### src/rtl/interboard_link_if.sv
// Interface bundling the link endpoint's pin-side and FIFO-side signals.
// The endpoint connects through the slave modport. The board/FIFO environment
// connects through the master modport.
// When INTERBOARD_STATS_EN is defined, the interface also carries the
// rx_count/tx_count statistics outputs.
interface interboard_link_if #(
  parameter int DATA_W  = 11,
  parameter int USEDW_W = 8
`ifdef INTERBOARD_STATS_EN
  ,
  parameter int CNT_W   = 32
`endif
);
  // upstream board -> receive FIFO write port
  logic               rx_valid;
  logic [DATA_W-1:0]  rx_data;
  logic [USEDW_W-1:0] wrusedw;
  logic [DATA_W-1:0]  data;
  logic               wrreq;
  logic               read;

  // send FIFO (show-ahead) -> downstream board
  logic [DATA_W-1:0]  fifo_data;
  logic               read_input;
  logic               rdempty;
  logic               tx_valid;
  logic [DATA_W-1:0]  tx_data;
  logic               rdreq;

`ifdef INTERBOARD_STATS_EN
  logic [CNT_W-1:0]   rx_count;
  logic [CNT_W-1:0]   tx_count;
`endif

  modport slave (
    input  rx_valid, rx_data, wrusedw, fifo_data, read_input, rdempty,
    output data, wrreq, read, tx_valid, tx_data, rdreq
`ifdef INTERBOARD_STATS_EN
    ,
    output rx_count, tx_count
`endif
  );

  modport master (
    output rx_valid, rx_data, wrusedw, fifo_data, read_input, rdempty,
    input  data, wrreq, read, tx_valid, tx_data, rdreq
`ifdef INTERBOARD_STATS_EN
    ,
    input  rx_count, tx_count
`endif
  );
endinterface

### src/rtl/interboard_link.sv
// Board-to-board link endpoint.
// The receive half registers words from the upstream board into the local
// receive FIFO. It also holds `read` high while that FIFO has room.
// The transmit half pops the show-ahead send FIFO whenever the downstream
// board is ready, and drives the popped word out with a valid flag.
// The two halves are independent and share only the single link clock.
// Optional feature: defining INTERBOARD_STATS_EN adds wrapping
// rx_count/tx_count word counters.
module interboard_link #(
  parameter int DATA_W      = 11,
  parameter int USEDW_W     = 8,
  parameter int STOP_THRESH = 255
`ifdef INTERBOARD_STATS_EN
  ,
  parameter int CNT_W       = 32
`endif
) (
  input  logic               transmit_clk,
  input  logic               reset,
  interboard_link_if.slave   lnk
);

  localparam logic [DATA_W-1:0]  ZERO_WORD = '0;
  // One bit wider than wrusedw so that a threshold equal to 2**USEDW_W still
  // compares correctly. With that threshold, `read` never deasserts.
  localparam logic [USEDW_W:0]   STOP_LVL  = STOP_THRESH[USEDW_W:0];

  logic room_avail;

  // Free-space test for the registered `read`.
  always_comb begin
    room_avail = ({1'b0, lnk.wrusedw} < STOP_LVL);
  end

  // Pop the word currently shown on fifo_data. Popping is gated off while reset
  // is asserted, so the send FIFO keeps its head word.
  always_comb begin
    lnk.rdreq = lnk.read_input & ~lnk.rdempty & ~reset;
  end

  // Receive half: a one-cycle register stage into the FIFO write port.
  // There is deliberately no full check; STOP_THRESH leaves slack for words
  // already in flight.
  always_ff @(posedge transmit_clk) begin
    if (reset) begin
      lnk.data  <= ZERO_WORD;
      lnk.wrreq <= 1'b0;
      lnk.read  <= 1'b0;
    end else begin
      lnk.data  <= lnk.rx_data;
      lnk.wrreq <= lnk.rx_valid;
      lnk.read  <= room_avail;
    end
  end

  // Transmit half: register the popped word. tx_data holds its value when idle.
  always_ff @(posedge transmit_clk) begin
    if (reset) begin
      lnk.tx_valid <= 1'b0;
      lnk.tx_data  <= ZERO_WORD;
    end else begin
      lnk.tx_valid <= lnk.rdreq;
      if (lnk.rdreq) begin
        lnk.tx_data <= lnk.fifo_data;
      end
    end
  end

`ifdef INTERBOARD_STATS_EN
  localparam logic [CNT_W-1:0] CNT_ONE = {{(CNT_W-1){1'b0}}, 1'b1};

  // Word statistics; both counters wrap naturally at 2**CNT_W.
  always_ff @(posedge transmit_clk) begin
    if (reset) begin
      lnk.rx_count <= '0;
      lnk.tx_count <= '0;
    end else begin
      if (lnk.rx_valid) begin
        lnk.rx_count <= lnk.rx_count + CNT_ONE;
      end
      if (lnk.rdreq) begin
        lnk.tx_count <= lnk.tx_count + CNT_ONE;
      end
    end
  end
`endif

endmodule

### src/flat_wrapper.sv
// flat-port wrapper written by rule: the top's interface ports become plain ports
module interboard_link_flat 
#(
  parameter int DATA_W      = 11,
  parameter int USEDW_W     = 8,
  parameter int STOP_THRESH = 255

)
  (transmit_clk, reset, lnk_rx_valid, lnk_rx_data, lnk_wrusedw, lnk_fifo_data, lnk_read_input, lnk_rdempty, lnk_data, lnk_wrreq, lnk_read, lnk_tx_valid, lnk_tx_data, lnk_rdreq);
  interboard_link_if #(.DATA_W(DATA_W), .USEDW_W(USEDW_W)) lnk_i ();
  input  logic transmit_clk;
  input  logic reset;
  input wire logic [$bits(lnk_i.rx_valid)-1:0] lnk_rx_valid;
  input wire logic [$bits(lnk_i.rx_data)-1:0] lnk_rx_data;
  input wire logic [$bits(lnk_i.wrusedw)-1:0] lnk_wrusedw;
  input wire logic [$bits(lnk_i.fifo_data)-1:0] lnk_fifo_data;
  input wire logic [$bits(lnk_i.read_input)-1:0] lnk_read_input;
  input wire logic [$bits(lnk_i.rdempty)-1:0] lnk_rdempty;
  output wire logic [$bits(lnk_i.data)-1:0] lnk_data;
  output wire logic [$bits(lnk_i.wrreq)-1:0] lnk_wrreq;
  output wire logic [$bits(lnk_i.read)-1:0] lnk_read;
  output wire logic [$bits(lnk_i.tx_valid)-1:0] lnk_tx_valid;
  output wire logic [$bits(lnk_i.tx_data)-1:0] lnk_tx_data;
  output wire logic [$bits(lnk_i.rdreq)-1:0] lnk_rdreq;
  assign lnk_i.rx_valid = lnk_rx_valid;
  assign lnk_i.rx_data = lnk_rx_data;
  assign lnk_i.wrusedw = lnk_wrusedw;
  assign lnk_i.fifo_data = lnk_fifo_data;
  assign lnk_i.read_input = lnk_read_input;
  assign lnk_i.rdempty = lnk_rdempty;
  assign lnk_data = lnk_i.data;
  assign lnk_wrreq = lnk_i.wrreq;
  assign lnk_read = lnk_i.read;
  assign lnk_tx_valid = lnk_i.tx_valid;
  assign lnk_tx_data = lnk_i.tx_data;
  assign lnk_rdreq = lnk_i.rdreq;
  interboard_link #(.DATA_W(DATA_W), .USEDW_W(USEDW_W), .STOP_THRESH(STOP_THRESH)) u_core (.transmit_clk(transmit_clk), .reset(reset), .lnk(lnk_i));
endmodule
### config.mk
export PLATFORM = sky130hd
export DESIGN_NAME = interboard_link_flat
export DESIGN_NICKNAME = d
export VERILOG_FILES = /design/src/rtl/interboard_link_if.sv /design/src/rtl/interboard_link.sv /design/src/flat_wrapper.sv
export SDC_FILE = /design/constraint.sdc
export NUM_CORES = 1
export LEC_CHECK = 0
export BUFFER_PORTS_ARGS = -buffer_cell sky130_fd_sc_hd__buf_2
export CAP_MARGIN = 20
export CORE_ASPECT_RATIO = 1.5
export CORE_MARGIN = 4
export CORE_UTILIZATION = 40
export CTS_BUF_LIST = sky130_fd_sc_hd__clkbuf_16
export CTS_CLUSTER_DIAMETER = 30
export DETAILED_ROUTE_END_ITERATION = 8
export PLACE_DENSITY = 0.78
export REMOVE_ABC_BUFFERS = 1
export SETUP_SLACK_MARGIN = 0.3
export SYNTH_ARGS = -nofsm -noshare
export SYNTH_HDL_FRONTEND = slang
export SYNTH_SLANG_ARGS = --single-unit
### constraint.sdc
create_clock -name transmit_clk -period 2.5 [get_ports transmit_clk]
set_clock_uncertainty 0.1 [all_clocks]
set_input_delay 0.5 -clock transmit_clk [delete_from_list [all_inputs] [get_ports transmit_clk]]
set_output_delay 0.5 -clock transmit_clk [all_outputs]
set_load 0.02 [all_outputs]
* After elaboration in Yosys (flattened, before gate mapping)
Index checks and enable logic that the tools add are counted.
** Storage, ports and cells
- Bits in registers :: 25
- Input port bits :: 35
- Output and inout bits :: 26
- Word-level logic and storage cells :: 10
** Cells by class
- Magnitude comparators :: 1
- Bitwise operators :: 4
** Operator list (number)
- < comparator 8 bit (second input constant) :: 1
- AND 1 bit :: 2
- inverter 1 bit :: 2

* Longest topological paths before layout
Gate-level depths: netlist (run 1).
- Depth in word-level cells :: 3
- Depth in mapped cells :: 3
- Gate-level depth less buffers :: 2

* Least setup slack after synthesis (run 1)
No wires, ideal clock.
- Path kind :: input to output
- Start :: in lnk_rdempty
- End :: out lnk_rdreq
- Arrival time :: 0.908 ns
- Data required time :: 1.900 ns
- Setup slack :: 0.992 ns
- Cell stages on the path :: 2
- Path buffers :: 1
- Path through :: nor3b_4 > buf_6
** Between the ends
- Word-level cells in the longest chain between the ends :: 3
** Ends and longest elaborated chain
- start: declaration :: line flat_wrapper.sv:18 : input wire logic [$bits(lnk_i.rdempty)-1:0] lnk_rdempty;
- inverter 1 bit :: line interboard_link.sv:38 : lnk.rdreq = lnk.read_input & ~lnk.rdempty & ~reset;
- AND 1 bit (2 in a row) :: line interboard_link.sv:38
- end: declaration :: line flat_wrapper.sv:24 : output wire logic [$bits(lnk_i.rdreq)-1:0] lnk_rdreq;
Every way passes these cells.

* Worst setup path in the final report (run 1)
- Start :: in reset
- End :: out lnk_rdreq
** Between the ends
- Word-level cells in the longest chain between the ends :: 2
** Ends and longest elaborated chain
- start: declaration :: line flat_wrapper.sv:12 : input logic reset;
- inverter 1 bit :: line interboard_link.sv:38
- AND 1 bit :: line interboard_link.sv:38
Every way passes these cells.

==> results of run 1 <==
cell families after synthesis:
family          after synthesis  share of synthesized area (%)
simple gates                 27                           23.1
flops                        25                           59.2
mux                          11                           14.6
buf+inv                       3                           2.51
compound gates                1                          0.591
worst max-delay path, stage by stage:
cell and delay (ns):
buf_2 0.24, nor3b_4 0.24, buf_2 0.19
layout make-up:
type	instances	share of cell area [%]
clock buffers	3	6.06
clock inverters	1	0.303
multi-input cells	39	26.2
flip-flops and latches	25	40.4
well taps	22	2.22
repair buffers	61	24.8
sequential cells by signal (all words and copies together), names as in the netlist:
| register | flops |
|---|---|
| u_core.lnk.data | 11 |
| u_core.lnk.read | 1 |
| u_core.lnk.tx_data | 11 |
| u_core.lnk.tx_valid | 1 |
| u_core.lnk.wrreq | 1 |
routing by layer:
metal	up-vias	global-route usage (%)	wire, µm	share of wire (%)
li1	341	-	-	-
met1	310	14.0	644	37
met2	45	21.9	824	47
met3	4	3.10	257	15
met4	0	4.40	27	1.5
met5	-	0	0	0
per-stage QoR:
stage | instances | utilization (%)
after global routing | 151 | 61.1
after CTS | 151 | 61.1
after global placement | 147 | 57.2
after detailed placement | 147 | 57.2
final | 151 | 61.1
after floorplan | 64 | -
report_power, final:
part / total, mW / internal (mW) / switching, mW / leakage, nW
logic: 0.111 / 0.0539 / 0.0567 / 0.415
registers: 0.426 / 0.420 / 0.00614 / 0.207
clock network: 0.331 / 0.213 / 0.118 / 0.0423
total: 0.868 / 0.687 / 0.181 / 0.664
final timing paths:
check                                      from                            endpoint  cells past startpoint
max reg2reg  u_core.lnk.tx_data[2]$_SDFFE_PP0P_  u_core.lnk.tx_data[2]$_SDFFE_PP0P_                      2
min reg2reg  u_core.lnk.tx_data[1]$_SDFFE_PP0P_  u_core.lnk.tx_data[1]$_SDFFE_PP0P_                      2
min                                 lnk_rdempty      u_core.lnk.tx_valid$_SDFF_PP0_                      2
max                                       reset                           lnk_rdreq                      3
placed cells by master (no fill, tap or decap):
master,n
buf_2,60
a21oi_1,1
dfxtp_1,25
mux2_2,11
and2b_1,6
clkbuf_16,3
nor3b_1,1
nor2b_1,17
and4_1,2
nor3b_4,1
inv_1,1
buf_4,1
==> impl_metrics.json, run 1 <==
{
  "status": "finished, final reports clean",
  "cp-end-kind": "primary output",
  "postCtsHoldBufs": 0,
  "yosys.area.top_type": "dfxtp_1",
  "p_total_mw": 0.868,
  "ant_nets": 0,
  "synth_cells": 67,
  "drtIter0Drc": 15,
  "die_x_um": 45.5,
  "holdCritPathClass": "in -> reg",
  "slew_violations": 0,
  "async_flop_share_pct": 0,
  "dp_slack_ns": 0.700,
  "rsz0062_at_grt": "false",
  "synth_area_leaders": "dfxtp_1 (59%), mux2_2 (15%), nor2b_1 (13%)",
  "vias_per_cell": 4.64,
  "cts_sinks": 25,
  "area_delta_synth_final_pct": 46.4,
  "die_area_mm2": 0.00293,
  "multi_input_comb_area_um2": 324,
  "ios": 61,
  "synth_most_common_cell": "dfxtp_1",
  "hold_viol": 0,
  "synth_common_cells": "dfxtp_1 (25), nor2b_1 (17), mux2_2 (11), and2b_1 (6)",
  "yosys_warnings": 0,
  "final_design_area_no_fill_mm2": 0.00124,
  "fp.dieH_um": 64.3,
  "dr.pass1.iters": 2,
  "rrSetupSlack_ns": 1.59,
  "relSlewSlack_pct": 71.1,
  "routedWlPerCell_um": 11.6,
  "fill_cells": 164,
  "peakVddDrop_mv": 0.425,
  "drive_gt1_share_pct": 58.9,
  "synth-seq-cells": 25,
  "antenna_found_initial": 0,
  "cts_buffer_depth": 2,
  "ys.flop_type": "dfxtp_1",
  "cp_data_arrival_time_ns": 1.19,
  "grt_pass1_wl_um": 2770,
  "wirelength_um": 1750,
  "p_leak_nw": 0.664,
  "drv_cap": 0,
  "tightest_slew_ns": 0.434,
  "power.density_mw_per_mm2": 701,
  "regArea_um2": 500,
  "clock_latency_ns": 0.25,
  "grt_overflow": 0,
  "cts_tree": "yes",
  "syn_area_um2": 846,
  "fmax_mhz": 559,
  "row_count": 20,
  "grt_pass1_vias": 689,
  "synth_enable_flop_cells": 0,
  "finalSetupViolCount": 0,
  "gp_congestion": 0.650,
  "fin_crit_ns": 1.79,
  "worstPathRequired_ns": 1.90,
  "critical_path_class": "in -> out",
  "initial_core_util_pct": 41.7,
  "antenna_cells": 0,
  "ys_seq_area_share_pct": 59.2,
  "ys_types": 10,
  "num_vias": 700,
  "grtUsageTotal_pct": 12.6,
  "hold_ws_ns": 0.359,
  "grt_max_degree": 27,
  "post_cts_resized": 0,
  "finalSetupTns_ns": 0,
  "fin_crit_sh_pct": 71.5,
  "netlist.area_leader.share_pct": 59.2,
  "portBuffers": 60,
  "layout_setup_ws_ns": 0.712,
  "post-cts-setup-buffer-count": 0,
  "clkTransAtPathRegs_ns": 0.05,
  "place_area_mm2": 0.00116,
  "htree_levels": 1,
  "final_net_count": 165,
  "start_kind": "primary input",
  "coreArea_mm2": 0.00203,
  "cts_inserted_buffers": 3,
  "route.detailed.drc": 0,
  "avgSynthCellArea_um2": 12.6,
  "clock-root-buffer": "clkbuf_16",
  "critPathMaxFanout": 26
}
Power figures use the tool's default switching activity.
==> run 2: changes to the inputs <==
--- a/config.mk
+++ b/config.mk
@@ -9,11 +9,11 @@
 export CAP_MARGIN = 20
 export CORE_ASPECT_RATIO = 1.5
 export CORE_MARGIN = 4
-export CORE_UTILIZATION = 40
+export CORE_UTILIZATION = 39
 export CTS_BUF_LIST = sky130_fd_sc_hd__clkbuf_16
 export CTS_CLUSTER_DIAMETER = 30
 export DETAILED_ROUTE_END_ITERATION = 8
-export PLACE_DENSITY = 0.78
+export PLACE_DENSITY = 0.76
 export REMOVE_ABC_BUFFERS = 1
 export SETUP_SLACK_MARGIN = 0.3
 export SYNTH_ARGS = -nofsm -noshare
==> constraint.sdc (replaced) <==
create_clock -name transmit_clk -period 1.7 [get_ports transmit_clk]
set_clock_uncertainty 0.1 [all_clocks]
set_input_delay 0.34 -clock transmit_clk [delete_from_list [all_inputs] [get_ports transmit_clk]]
set_output_delay 0.34 -clock transmit_clk [all_outputs]
set_load 0.02 [all_outputs]
==> run 2 against run 1 <==
Critical path depth unchanged. Register-to-register slack lost 0.81 ns. Global-route usage is 0.37 points lower. Via count decreased by 3.3%. Setup slack worse by 0.30 ns. Cell count grew 0.66%. Highest routed layer unchanged.
==> impl_metrics.json, run 2 (synthesized netlist as in run 1, its figures left out) <==
{
  "start_kind": "primary input",
  "die_x_um": 46.0,
  "clock-root-buffer": "clkbuf_16",
  "row_count": 20,
  "postCtsHoldBufs": 0,
  "grt_pass1_wl_um": 2620,
  "peakVddDrop_mv": 0.539,
  "fmax_mhz": 775,
  "holdCritPathClass": "in -> reg",
  "hold_viol": 0,
  "p_total_mw": 1.30,
  "grtUsageTotal_pct": 12.2,
  "antenna_found_initial": 0,
  "drv_cap": 0,
  "slew_violations": 0,
  "fill_cells": 184,
  "rr_worst_depth": 2,
  "wirelength_um": 1790,
  "fin_crit_ns": 1.29,
  "drtIter0Drc": 7,
  "vias_per_cell": 4.45,
  "dr.pass1.iters": 2,
  "worstPathRequired_ns": 1.26,
  "p_leak_nw": 0.669,
  "ios": 61,
  "antenna_cells": 0,
  "layout_commonest_cell": "buf_2",
  "pwr-share-clk_pct": 39.0,
  "cts_inserted_buffers": 3,
  "finalSetupTns_ns": 0,
  "area_delta_synth_final_pct": 47.3,
  "status": "finished, final reports clean",
  "clock_latency_ns": 0.25,
  "power.density_mw_per_mm2": 1040,
  "grt_overflow": 0,
  "final_net_count": 166,
  "tightest_slew_ns": 0.224,
  "r2r_start": "u_core.lnk.tx_data[0]$_SDFFE_PP0P_",
  "r2r_end": "u_core.lnk.tx_data[0]$_SDFFE_PP0P_",
  "final_design_area_no_fill_mm2": 0.00125,
  "reg.largest.list": "u_core.lnk.data x11, u_core.lnk.tx_data x11",
  "endpoint": "lnk_rdreq",
  "initial_core_util_pct": 41.2,
  "post-cts-setup-buffer-count": 0,
  "cts_buffer_depth": 2,
  "relSlewSlack_pct": 85.1,
  "final_cell_mix": "buf_2 (60), dfxtp_1 (25), nor2b_1 (17), mux2_2 (11), and2b_1 (6)",
  "post_cts_resized": 0,
  "cts_sinks": 25,
  "dp_slack_ns": 0.244,
  "p_switching_mw": 0.285,
  "rsz0062_at_grt": "false",
  "finalSetupViolCount": 0,
  "routedWlPerCell_um": 11.8,
  "die_area_mm2": 0.00299,
  "cp-startpoint": "lnk_rdempty",
  "cts_tree": "yes",
  "portBuffers": 60,
  "ant_nets": 0,
  "gp_congestion": 0.630,
  "coreArea_mm2": 0.00205,
  "route.detailed.drc": 0,
  "cp_data_arrival_time_ns": 0.85,
  "fp.dieH_um": 65.0,
  "drive_gt1_share_pct": 59.2,
  "switching_share_pct": 22.0,
  "grt_max_degree": 26,
  "critPathMaxFanout": 2,
  "regArea_um2": 500,
  "layout_setup_ws_ns": 0.409,
  "p_int_mw": 1.01,
  "combPwrFrac_pct": 12.7,
  "clkTransAtPathRegs_ns": 0.06,
  "final_util_pct": 60.7,
  "dp_hpwl_um": 1410,
  "grt_pass1_vias": 609,
  "num_vias": 677,
  "fin_crit_sh_pct": 75.9,
  "critical_path_class": "in -> out",
  "rrSetupSlack_ns": 0.78,
  "place_area_mm2": 0.00117,
  "p_seq_share_pct": 48.3,
  "cp-end-kind": "primary output",
  "multi_input_comb_area_um2": 324,
  "htree_levels": 1
}
[run 2: worst min-delay path by stage]
stage	start	end	slack, ns	depth (start not counted)
floorplan	reset	u_core.lnk.read$_SDFF_PP0_	0.31	1
global placement	lnk_rx_valid	u_core.lnk.wrreq$_SDFF_PP0_	0.45	2
detailed placement	lnk_rx_data[0]	u_core.lnk.data[0]$_SDFF_PP0_	0.46	2
CTS	lnk_rx_data[6]	u_core.lnk.data[6]$_SDFF_PP0_	0.19	2
global route	lnk_rdempty	u_core.lnk.tx_valid$_SDFF_PP0_	0.20	2
finish	lnk_rx_data[6]	u_core.lnk.data[6]$_SDFF_PP0_	0.19	2
[run 2: critical path: stages]
cell and delay (ns):
buf_2 0.12, nor3b_4 0.20, buf_2 0.19
[run 2: area by class of cell]
type / count / area share (%)
clock buffer: 3 / 6.02
clock inverter: 1 / 0.301
multi-input combinational: 39 / 26.0
sequential: 25 / 40.2
tap: 22 / 2.21
timing repair buffer: 62 / 25.3
[run 2: metal layers]
metal	global-route usage (%)	wire, µm	up-vias
met5	0	0	-
met2	20.2	818	44
li1	-	-	345
met1	13.4	669	286
met3	4.17	287	2
met4	5.34	17	0
[run 2: power groups by stage]
stage                     sequential, mW  combinational, mW  clock [mW]
after floorplan                    0.682             0.0399           0
after global placement             0.639              0.164           0
after detailed placement           0.640              0.167           0
after CTS                          0.627              0.168       0.512
after global routing               0.630              0.181       0.528
final                              0.627              0.165       0.506
[run 2: per-stage QoR]
| stage | cells | hold WS, ns |
|---|---|---|
| finish | 152 | 0.190 |
| floorplan | 64 | 0.309 |
| global placement | 148 | 0.448 |
| detailed placement | 148 | 0.455 |
| CTS | 152 | 0.191 |
| global route | 152 | 0.202 |
==> run 3: changes to the inputs <==
--- a/config.mk
+++ b/config.mk
@@ -9,11 +9,11 @@
 export CAP_MARGIN = 20
 export CORE_ASPECT_RATIO = 1.5
 export CORE_MARGIN = 4
-export CORE_UTILIZATION = 39
+export CORE_UTILIZATION = 35
 export CTS_BUF_LIST = sky130_fd_sc_hd__clkbuf_16
 export CTS_CLUSTER_DIAMETER = 30
 export DETAILED_ROUTE_END_ITERATION = 8
-export PLACE_DENSITY = 0.76
+export PLACE_DENSITY = 0.72
 export REMOVE_ABC_BUFFERS = 1
 export SETUP_SLACK_MARGIN = 0.3
 export SYNTH_ARGS = -nofsm -noshare
==> constraint.sdc (replaced) <==
create_clock -name transmit_clk -period 1.15 [get_ports transmit_clk]
set_clock_uncertainty 0.1 [all_clocks]
set_input_delay 0.23 -clock transmit_clk [delete_from_list [all_inputs] [get_ports transmit_clk]]
set_output_delay 0.23 -clock transmit_clk [all_outputs]
set_load 0.02 [all_outputs]
==> run 3 against run 2 <==
First-iteration DRC count is 43% lower. Worst hold slack worse by 0.17 ns. Cell count is 3.3% higher. Non-clock buffer count is 4 higher. Final area is 24% higher. Critical path depth is 1 higher. Highest routed layer unchanged. Sequential share of layout area is 5.9 points lower. Die area is 9.7% higher. Routed wire length is 43% higher.
==> impl_metrics.json, run 3 (synthesized netlist as in run 1, its figures left out) <==
{
  "hold_ws_ns": 0.0235,
  "drtIter0Drc": 4,
  "relSlewSlack_pct": 87.7,
  "antenna_cells": 0,
  "die_area_mm2": 0.00328,
  "grt_pass1_wl_um": 3480,
  "cp-end-kind": "primary output",
  "p_seq_share_pct": 46.4,
  "die_x_um": 48.1,
  "cts_tree": "yes",
  "start_kind": "primary input",
  "clock_latency_ns": 0.26,
  "peakVddDrop_mv": 1.02,
  "num_vias": 736,
  "initial_core_util_pct": 37.4,
  "fin_crit_ns": 1.12,
  "cts_sinks": 25,
  "cts_buffer_depth": 2,
  "power.density_mw_per_mm2": 1320,
  "r2r_start": "u_core.lnk.tx_data[4]$_SDFFE_PP0P_",
  "gp_congestion": 0.645,
  "fmax_mhz": 889,
  "layout_commonest_cell": "buf_2",
  "fp.dieH_um": 68.2,
  "critPathMaxFanout": 2,
  "drv_cap": 0,
  "ios": 61,
  "coreArea_mm2": 0.00226,
  "cts_inserted_buffers": 3,
  "grt_pass1_vias": 772,
  "worstPathRequired_ns": 0.82,
  "portBuffers": 60,
  "fin_crit_sh_pct": 97.8,
  "grtUsageTotal_pct": 15.5,
  "r2r_end": "u_core.lnk.tx_data[4]$_SDFFE_PP0P_",
  "antenna_found_initial": 0,
  "tightest_slew_ns": 0.184,
  "final_net_count": 170,
  "dr.pass1.iters": 2,
  "final_cell_mix": "buf_2 (31), buf_6 (29), dfxtp_2 (25), nor2b_1 (17), mux2_4 (10)",
  "grt_overflow": 0,
  "endpoint": "lnk_rdreq",
  "wirelength_um": 2570,
  "slew_violations": 0,
  "dp_hpwl_um": 1470,
  "combPwrFrac_pct": 16.9,
  "vias_per_cell": 4.69,
  "grt_max_degree": 18,
  "cp_data_arrival_time_ns": 0.79,
  "clkTransAtPathRegs_ns": 0.06,
  "p_switching_mw": 0.454,
  "drive_gt1_share_pct": 79.1,
  "holdCritPathClass": "in -> reg",
  "rr_worst_depth": 2,
  "place_area_mm2": 0.00118,
  "pwr-share-clk_pct": 36.6,
  "p_int_mw": 1.59,
  "htree_levels": 1,
  "hold_viol": 0,
  "route.detailed.drc": 0,
  "clock-root-buffer": "clkbuf_16",
  "ant_nets": 0,
  "switching_share_pct": 22.1,
  "reg.largest.list": "u_core.lnk.data x11, u_core.lnk.tx_data x11",
  "area_delta_synth_final_pct": 83.3,
  "row_count": 21,
  "finalSetupViolCount": 0,
  "rsz0062_at_grt": "true",
  "rrSetupSlack_ns": 0.20,
  "critical_path_class": "in -> out",
  "final_design_area_no_fill_mm2": 0.00155,
  "p_leak_nw": 0.757,
  "routedWlPerCell_um": 16.3,
  "status": "finished, final reports clean",
  "cp-startpoint": "lnk_rdempty"
}
==> run 3: changes by cell type in the layout (fill, tap and decap cells not counted) <==
cell     before  now
buf_4         2    3
buf_6         0   29
dfxtp_2       0   25
mux2_2       11    1
buf_2        60   31
dfxtp_1      25    0
mux2_4        0   10
buf_8         0    3
==> run 3: power by group through the flow <==
stage                     clock [mW]  sequential, mW  combinational (mW)
after CTS                      0.752           0.949               0.316
after global routing           0.802           0.955               0.369
after floorplan                    0            1.01              0.0590
after detailed placement           0           0.946               0.250
after global placement             0           0.946               0.246
final                          0.750           0.951               0.347
==> run 3: layer usage <==
layer  track usage (%)  up-vias  part of all wire (%)
li1                  -      350                     -
met1              15.1      337                    34
met2              27.5       43                    54
met3              3.16        6                    10
met4              10.1        0                   2.1
met5                 0        -                     0
==> run 3: cell type report <==
cell class | instances | area, µm²
Clock inverter | 1 | 3.75
Timing Repair Buffer | 66 | 549
Tap cell | 23 | 28.8
Fill cell | 161 | 709
Sequential cell | 25 | 532
Multi-Input combinational cell | 39 | 362
Clock buffer | 3 | 75.1
==> run 3: worst max-delay path: stages <==
cell and delay (ns):
buf_8 0.10, nor3b_4 0.22, buf_6 0.14, buf_6 0.11
==> run 3: timing repair <==
item,CTS,global route
hold buffers,0,0
gates resized for setup,81,16
buffers inserted,1,1
hold endpoints to repair,0,0
pin swaps,1,1
endpoints found under the setup margin,37,37
==> run 3: how the worst min path moves through the flow <==
stage,cells after the start,startpoint,slack [ns],endpoint
2_1_floorplan,1,reset,0.20,u_core.lnk.read$_SDFF_PP0_
3_3_place_gp,2,lnk_rx_data[3],0.34,u_core.lnk.data[3]$_SDFF_PP0_
3_5_place_dp,2,lnk_rx_data[8],0.35,u_core.lnk.data[8]$_SDFF_PP0_
4_1_cts,2,lnk_rdempty,0.03,u_core.lnk.tx_valid$_SDFF_PP0_
5_1_grt,2,lnk_rdempty,0.02,u_core.lnk.tx_valid$_SDFF_PP0_
6_report,2,lnk_rdempty,0.02,u_core.lnk.tx_valid$_SDFF_PP0_
==> run 3: per-stage QoR <==
stage | worst slack, ns | instances | utilization (%) | power, mW | setup TNS, ns
3_5_place_dp | -0.134 | 151 | 52.4 | 1.20 | -1.45
2_1_floorplan | -0.230 | 64 | - | 1.07 | -2.54
6_report | 0.0251 | 157 | 68.6 | 2.05 | 0
3_3_place_gp | -0.118 | 151 | 52.4 | 1.19 | -1.32
4_1_cts | 0.0444 | 156 | 65.6 | 2.02 | 0
5_1_grt | 0.00298 | 157 | 68.6 | 2.13 | 0
